### config.mk
export PLATFORM = sky130hd
export DESIGN_NAME = eth_speed_detect
export DESIGN_NICKNAME = d
export VERILOG_FILES = /design/src/rtl/eth_speed_detect.sv
export SDC_FILE = /design/constraint.sdc
export NUM_CORES = 1
export LEC_CHECK = 0
export CORE_ASPECT_RATIO = 0.7
export CORE_MARGIN = 10
export CORE_UTILIZATION = 55
export DETAILED_ROUTE_END_ITERATION = 6
export HOLD_SLACK_MARGIN = 0.05
export PLACE_DENSITY = 0.78
export SLEW_MARGIN = 20
export SYNTH_ARGS = -nofsm -noshare
export SYNTH_HDL_FRONTEND = slang
export SYNTH_SLANG_ARGS = --single-unit
### constraint.sdc
create_clock -name gtx_clk -period 5.65 [get_ports gtx_clk]
set_input_delay 1.13 -clock gtx_clk [delete_from_list [all_inputs] [get_ports gtx_clk]]
set_output_delay 1.13 -clock gtx_clk [all_outputs]
set_load 0.01 [all_outputs]
### src/rtl/eth_speed_detect.sv
// RGMII link-speed / link-presence detector: counts edges of the rx_clk/8 toggle
// over a fixed gtx_clk window, classifies the rate and commits it after repeated agreement.
module eth_speed_detect #(
    parameter int REF_WINDOW     = 1024,
    parameter int THRESH_1000    = 128,
    parameter int THRESH_100     = 16,
    parameter int STABLE_WINDOWS = 4,
    parameter int SYNC_STAGES    = 3
) (
    input  logic                         gtx_clk,
    input  logic                         gtx_rst_n,
    input  logic                         rx_prescale_tog,
    input  logic                         cfg_force_en,
    input  logic [1:0]                   cfg_force_speed,
    output logic [1:0]                   speed,
    output logic                         mii_select,
    output logic                         link_up,
    output logic                         speed_change,
    output logic                         meas_valid,
    output logic [$clog2(REF_WINDOW):0]  edge_count
);
    localparam int RW = $clog2(REF_WINDOW);
    localparam int EW = $clog2(REF_WINDOW) + 1;
    localparam int SW = $clog2(STABLE_WINDOWS + 1);

    localparam logic [RW-1:0] REF_LAST = RW'(REF_WINDOW - 1);
    localparam logic [EW-1:0] T1000    = EW'(THRESH_1000);
    localparam logic [EW-1:0] T100     = EW'(THRESH_100);
    localparam logic [SW-1:0] STAB     = SW'(STABLE_WINDOWS);

    localparam logic [1:0] CL_NONE = 2'd0;
    localparam logic [1:0] CL_10   = 2'd1;
    localparam logic [1:0] CL_100  = 2'd2;
    localparam logic [1:0] CL_1000 = 2'd3;

    logic [SYNC_STAGES-1:0] sync_q, sync_d;
    logic [RW-1:0]          ref_cnt_q, ref_cnt_d;
    logic [EW-1:0]          edge_cnt_q, edge_cnt_d;
    logic [EW-1:0]          edge_count_q, edge_count_d;
    logic [1:0]             cand_q, cand_d;
    logic [SW-1:0]          stable_cnt_q, stable_cnt_d;
    logic [1:0]             meas_speed_q, meas_speed_d;
    logic [1:0]             speed_q, speed_d;
    logic                   link_up_q, link_up_d;
    logic                   mii_select_q, mii_select_d;
    logic                   speed_change_q, speed_change_d;
    logic                   meas_valid_q, meas_valid_d;

    logic          edge_det, win_end;
    logic [EW-1:0] cnt_nxt;
    logic [1:0]    cls, force_map;
    logic [SW-1:0] stable_upd;

    always_comb begin
        sync_d   = {sync_q[SYNC_STAGES-2:0], rx_prescale_tog};
        edge_det = sync_q[SYNC_STAGES-1] ^ sync_q[SYNC_STAGES-2];
        win_end  = (ref_cnt_q == REF_LAST);

        ref_cnt_d = win_end ? '0 : ref_cnt_q + RW'(1);
        // Count includes the edge seen on the window-end cycle itself
        cnt_nxt   = (edge_det && edge_cnt_q != '1) ? edge_cnt_q + EW'(1) : edge_cnt_q;
        edge_cnt_d = win_end ? '0 : cnt_nxt;

        if (cnt_nxt == '0)        cls = CL_NONE;
        else if (cnt_nxt >= T1000) cls = CL_1000;
        else if (cnt_nxt >= T100)  cls = CL_100;
        else                       cls = CL_10;

        edge_count_d = edge_count_q;
        meas_valid_d = win_end;
        cand_d       = cand_q;
        stable_cnt_d = stable_cnt_q;
        stable_upd   = stable_cnt_q;
        meas_speed_d = meas_speed_q;
        link_up_d    = link_up_q;

        if (win_end) begin
            edge_count_d = cnt_nxt;
            if (cls == cand_q) begin
                stable_upd = (stable_cnt_q == STAB) ? stable_cnt_q : stable_cnt_q + SW'(1);
            end else begin
                cand_d     = cls;
                stable_upd = SW'(1);
            end
            stable_cnt_d = stable_upd;
            // NONE only drops the link; the last measured speed is kept
            if (stable_upd == STAB) begin
                if (cls == CL_NONE) begin
                    link_up_d = 1'b0;
                end else begin
                    link_up_d = 1'b1;
                    case (cls)
                        CL_10:   meas_speed_d = 2'b00;
                        CL_100:  meas_speed_d = 2'b01;
                        default: meas_speed_d = 2'b10;
                    endcase
                end
            end
        end

        force_map      = (cfg_force_speed == 2'b11) ? 2'b10 : cfg_force_speed;
        speed_d        = cfg_force_en ? force_map : meas_speed_d;
        speed_change_d = (speed_d != speed_q);
        mii_select_d   = (speed_q != 2'b10);
    end

    always_ff @(posedge gtx_clk) begin
        if (!gtx_rst_n) begin
            sync_q         <= '0;
            ref_cnt_q      <= '0;
            edge_cnt_q     <= '0;
            edge_count_q   <= '0;
            cand_q         <= CL_NONE;
            stable_cnt_q   <= '0;
            meas_speed_q   <= 2'b10;
            speed_q        <= 2'b10;
            link_up_q      <= 1'b0;
            mii_select_q   <= 1'b0;
            speed_change_q <= 1'b0;
            meas_valid_q   <= 1'b0;
        end else begin
            sync_q         <= sync_d;
            ref_cnt_q      <= ref_cnt_d;
            edge_cnt_q     <= edge_cnt_d;
            edge_count_q   <= edge_count_d;
            cand_q         <= cand_d;
            stable_cnt_q   <= stable_cnt_d;
            meas_speed_q   <= meas_speed_d;
            speed_q        <= speed_d;
            link_up_q      <= link_up_d;
            mii_select_q   <= mii_select_d;
            speed_change_q <= speed_change_d;
            meas_valid_q   <= meas_valid_d;
        end
    end

    assign speed        = speed_q;
    assign mii_select   = mii_select_q;
    assign link_up      = link_up_q;
    assign speed_change = speed_change_q;
    assign meas_valid   = meas_valid_q;
    assign edge_count   = edge_count_q;
endmodule
# --- After elaboration in Yosys (flattened, before gate mapping) ---
# Index checks and enable logic that the tools add are counted.
totals:
  input_bits: 6
  out_inout_bits: 17
  regBits: 48
  elab_cells: 50
classes:
  mux: 14
  n_bitwise: 3
  addsub: 3
  reduce_logical: 6
  n_lt_le_gt_ge: 2
  n_eq_ne: 10
ops:
  columns: ["operator", "count"]
  rows:
  - ["$mux W2", 8]
  - ["$add A11 B1 Y11 const B", 1]
  - ["$ge A11 B5 Y1 const B", 1]
  - ["$ge A11 B8 Y1 const B", 1]
  - ["$logic_not A11 Y1", 1]
  - ["$mux W11", 1]
  - ["$ne A11 B11 Y1 const B", 1]
  - ["$add A10 B1 Y10 const B", 1]
  - ["$eq A10 B10 Y1 const B", 1]
  - ["$mux W3", 3]
  - ["$eq A3 B3 Y1 const B", 2]
  - ["$eq A2 B2 Y1 const B", 2]
  - ["$pmux W2 S2", 1]
  - ["$reduce_and A2 Y1", 2]
  - ["$add A3 B1 Y3 const B", 1]
  - ["$eq A2 B1 Y1 const B", 1]
  - ["$eq A2 B2 Y1", 1]
  - ["$logic_not A2 Y1", 1]
  - ["$ne A2 B2 Y1", 1]
  - ["$ne A2 B2 Y1 const B", 1]
  - ["$not A1 Y1", 2]
  - ["$reduce_or A2 Y1", 1]
  - ["$logic_and A1 B1 Y1", 1]
  - ["$mux W1", 1]
  - ["$xor A1 B1 Y1", 1]

# --- Depth between registers and ports, before layout ---
logic_depth:
  depth_word: 15
  depth_mapped: 12
  ltp_nobuf: 12

# --- Worst setup path after synthesis ---
# OpenSTA, ideal clock, no wires.
synth_path:
  kind: "reg-to-reg"
  start: "reg edge_cnt_q[0]"
  end: "reg speed_change_q (netlist: speed_change)"
  required_ns: 5.568
  path_stages_with_launch: 13
  n_path_buf: 0
  t_arrival_ns: 2.736
  setup_slack_ns: 2.832
  period_less_slack_ns: 2.818
  setup_time_ns: 0.082
  path_cell_list: "dfxtp_1 ha_1 and3_1 nand2_1 a2111oi_1 o32ai_1 and2_1 ha_1 inv_1 o211ai_2 mux2i_1 a2111o_1 o2111ai_1"
synth_via:
  elab_chain_len: 15
  word_cells_on_any_way: 23
  cone_classes: "add/sub (1); order compare (2); eq/ne (6); mux (11); reduce/logical (3)"
synth_rtl:
  columns: ["item", "line_no", "rtl"]
  rows:
  - ["from (decl)", "38", "logic [EW-1:0] edge_cnt_q, edge_cnt_d;"]
  - ["from (signal assigned)", "124", "edge_cnt_q <= edge_cnt_d;"]
  - ["branches (longest 2 deep; another with $add A11 B1 Y11)", null, null]
  - ["$mux W11 (*)", "61", "cnt_nxt = (edge_det && edge_cnt_q != '1) ? edge_cnt_q + EW'(1) : edge_cnt_q;"]
  - ["$ge A11 B5 Y1", "66", "else if (cnt_nxt >= T100) cls = CL_100;"]
  - ["$mux W2", "66", null]
  - ["$mux W2", "65", "else if (cnt_nxt >= T1000) cls = CL_1000;"]
  - ["$mux W2 (*)", "64", "if (cnt_nxt == '0) cls = CL_NONE;"]
  - ["$eq A2 B2 Y1", "79", "if (cls == cand_q) begin"]
  - ["$mux W3", "79", null]
  - ["$mux W3", "77", "if (win_end) begin"]
  - ["$eq A3 B3 Y1", "87", "if (stable_upd == STAB) begin"]
  - ["$mux W2 (*)", "87", null]
  - ["$mux W2 (*)", "77", null]
  - ["$mux W2 (*)", "102", "speed_d = cfg_force_en ? force_map : meas_speed_d;"]
  - ["$ne A2 B2 Y1 (*)", "103", "speed_change_d = (speed_d != speed_q);"]
  - ["to (signal assigned)", "132", "speed_change_q <= speed_change_d;"]
  - ["to (decl)", "46", "logic speed_change_q, speed_change_d;"]
# Mark *: on every way between the ends. The select of a mux whose other input is x is not followed.
# A chain may end at the register's enable or synchronous reset.

# --- Worst setup path after layout ---
# Same ends and word-level chain as after synthesis.

==> key figures <==
Run status
  • Status: finished, final reports clean

Synth
  • Register area share after synthesis: around 44%
  • Post-synth EDFFs: 0
  • Most frequent cell after synthesis: dfxtp_1
  • Xor and xnor area share after synthesis: 6.44%
  • Compound-Gate Fraction of Synth Area: roughly 16%
  • Top-area cell type share of the netlist area: roughly 44%
  • Primary FF master, synth: dfxtp_1
  • Syn_area_per_cell: 8.77 µm²
  • #FFs+latches synth: 48
  • Synth Area in Adders: 3.45%
  • Yosys top cell by area: dfxtp_1
  • Mux cell area share after synthesis: around 3.3%
  • Top area cells in the synthesized netlist: dfxtp_1, nor2_1, a211oi_1
  • Post-Synth Simple-Gate Area: between 20% and 30%
  • Most frequent cells after synthesis: dfxtp_1, nor2_1, nand2_1, a21oi_1, nand3_1
  • Post-synth cell types: 43
  • Synthesized area: 2180 µm²
  • Post-Syn Instances: 248
  • Largest family of logic cells by synthesized area: simple AND/OR/NAND/NOR gates
  • Synthesized Nets: 260
  • Share of flip-flops with an asynchronous set or reset: 0%
  • Total number of yosys warnings: 0

Floorplan
  • Die span in y: 72.6 µm
  • Core ar.: between 3000 and 4000 µm²
  • Placement Rows: 19
  • Die width: between 90 and 100 µm
  • I/O Pins: 23
  • Initial Util: 56.2%
  • Die area: between 6000 and 7000 µm²

Placed design
  • Post-DP Area: 2410 µm²
  • Dpl ws: 2.43 ns
  • IO buf count: 22
  • Placed cells: 312
  • Placer Congestion: 0.893
  • DPL Wire Length: roughly 3000 µm

Routing
  • Routed Wire Length: 4110 µm
  • Average vias per placed instance: 5.40
  • DRC Markers: 0
  • Vias: 1,729
  • Post-route ant nets: 0
  • Drt pass-1 iters: 4
  • Per-cell routed wire length: 12.8 µm
  • Number of DRC markers in iteration 0: 120

Global routing
  • GR Layer Usage met1: 16.6%
  • Largest net degree at the start of global routing: 26
  • Global-route wire length before repair: 7160 µm
  • Top Usage Layer GRT: met2
  • GRT Overall Usage: between 10% and 20%
  • Met3 global-route usage: between 4 and 5%
  • Initial antenna violation count: 0
  • Met2 usage: roughly a fifth
  • Grt ovf: 0
  • Vias in the first global route: approximately 1,600

Timing
  • Tcrit/Tclk final: between 50 and 60%
  • Worst Tran Pin Value: a little under 0.8 ns
  • Tmin final: around 3.1 ns
  • Max transition margin: a little under half
  • Fin Setup TNS: 0 ns
  • Final hold vios: 0
  • RSZ-0062 raised after global routing: false
  • Worst Skew: 0.00770 ns
  • Final setup violation count: 0
  • Fmax: 319 MHz
  • Final Max Tran Viols: 0
  • Setup WS post-layout: between 2 and 3 ns
  • Hold slack: approximately 0.44 ns

Cells and area
  • Ant. Diodes: 0
  • Fillers: roughly 340
  • Non-Filler Instances: between 300 and 400
  • Area growth, synth to finish: 16.0%
  • Design area: approximately 2500 µm²
  • Fin nets: 279
  • Fraction of layout cells with a size suffix above 1: under 10%
  • Fin util: between 60% and 70%

Clocking
  • Postcts setup bufs: 0
  • Post-CTS Hold Buffers: 0
  • Worst skew pair latency: 0.30 ns
  • CTS-repair resized insts: 0
  • Root buf cell: clkbuf_8
  • Clock Path Buffers: 2
  • Clock-pin slew on the worst setup and hold paths: about 0.090 ns
  • CTS tree: yes
  • H-tree depth: 2
  • Num CTS Buffers: 5
  • Clk sinks: 48

Critical path
  • Critical path endpoint category: flop
  • Setup Crit Path Kind: flop to flop
  • Worst-path fanout max: 6
  • CP dominant cell by count: ha_1
  • CP Launch Type: flop
  • CP required: a little under 6 ns
  • Family with the most delay on the worst path: compound AO/OA/AOI/OAI gates
  • Critical-path top delay cell: a2111oi_1
  • Worst path cell trace: ha_1 > and3_1 > nand2_1 > a2111oi_1 > o32ai_1 > and2_1 > ha_1 > inv_1 > o211ai_2 > mux2i_1 > a2111o_1 > o2111ai_1
  • CP Data Arrival Time: 3.36 ns
  • CP bufs+invs: 1
  • Worst path max stage delay: 0.54 ns

Pwr
  • Peak VDD IR: 204 µV
  • Clock power share: 38.4%
  • Leakage power: 0.914 nW
  • Sw power: roughly 0.14 mW
  • Sw Share: 21.8%
  • Pint: 0.493 mW
  • Part of the power in registers: a little under three fifths
  • Combinational power share: under 10%
  • Final Power: 0.630 mW
  • Pwr Density: between 200 and 250 nW/µm²

Min path
  • Hold Crit Class: flop to flop

Job
  • Max-cap violations: 0
==> power groups by stage <==
stage / logic (mW) / clock network [mW] / registers, mW
after floorplan: 0.0268 / 0 / 0.356
after global placement: 0.0401 / 0 / 0.356
after detailed placement: 0.0407 / 0 / 0.356
after CTS: 0.0409 / 0.249 / 0.348
after global routing: 0.0456 / 0.263 / 0.349
final: 0.0403 / 0.242 / 0.348
==> area by class of cell <==
class	count	area, µm²	share of cell area, %
multi-input combinational	180	1130	44.7
sequential	48	961	38.1
timing repair buffer	22	220	8.73
clock buffer	5	68.8	2.73
tap	52	65.1	2.58
clock inverter	3	42.5	1.69
inverter	10	37.5	1.49
==> cell usage in the layout, fill, tap and decap left out, types with 3 or more instances in the layout <==
| cell type | synthesis | final |
|---|---|---|
| and3_1 | 9 | 9 |
| nor3_1 | 3 | 3 |
| a21oi_1 | 12 | 12 |
| nand2_1 | 20 | 20 |
| o31ai_1 | 3 | 3 |
| a211oi_1 | 10 | 10 |
| nand4_1 | 3 | 3 |
| clkdlybuf4s50_1 | 0 | 22 |
| nor2_1 | 42 | 42 |
| and2_1 | 5 | 5 |
| dfxtp_1 | 48 | 48 |
| clkbuf_8 | 0 | 5 |
| ha_1 | 6 | 6 |
| inv_1 | 9 | 9 |
| xnor2_1 | 8 | 8 |
| xor2_1 | 8 | 8 |
| o211ai_1 | 4 | 4 |
| nand3_1 | 11 | 11 |
| mux2i_1 | 6 | 6 |
==> sequential cells by signal (all words and copies together) (netlist names) <==
| signal | cells |
|---|---|
| mii_select | 1 |
| ref_cnt_q | 10 |
| cand_q | 2 |
| edge_cnt_q | 11 |
| meas_valid | 1 |
| meas_speed_q | 2 |
| stable_cnt_q | 3 |
| speed | 2 |
| sync_q | 3 |
| speed_change | 1 |
| link_up | 1 |
| edge_count | 11 |
==> kinds of logic after synthesis <==
kind of cell,after synthesis
adder cells (fa/ha/maj),6
XOR/XNOR,16
multiplexers,7
buffers and inverters,20
AO/OA/AOI/OAI,47
AND/OR/NAND/NOR,104
flip-flops,48
==> path summary, 6_finish.rpt <==
path | startpoint | end | slack [ns] | cells past startpoint
setup / recovery | edge_cnt_q[0] | speed_change | 2.52 | 12
hold / removal | sync_q[0] | sync_q[1] | 0.44 | 1
setup reg to reg | edge_cnt_q[0] | speed_change | 2.52 | 12
hold reg to reg | sync_q[0] | sync_q[1] | 0.44 | 1
==> routing by layer <==
metal | part of all wire (%) | vias up
met4 | 0.71 | 0
met5 | 0 | -
met2 | 42 | 41
met1 | 50 | 773
met3 | 7.3 | 4
li1 | - | 911
No activity file was read; power rests on OpenSTA's default activity.
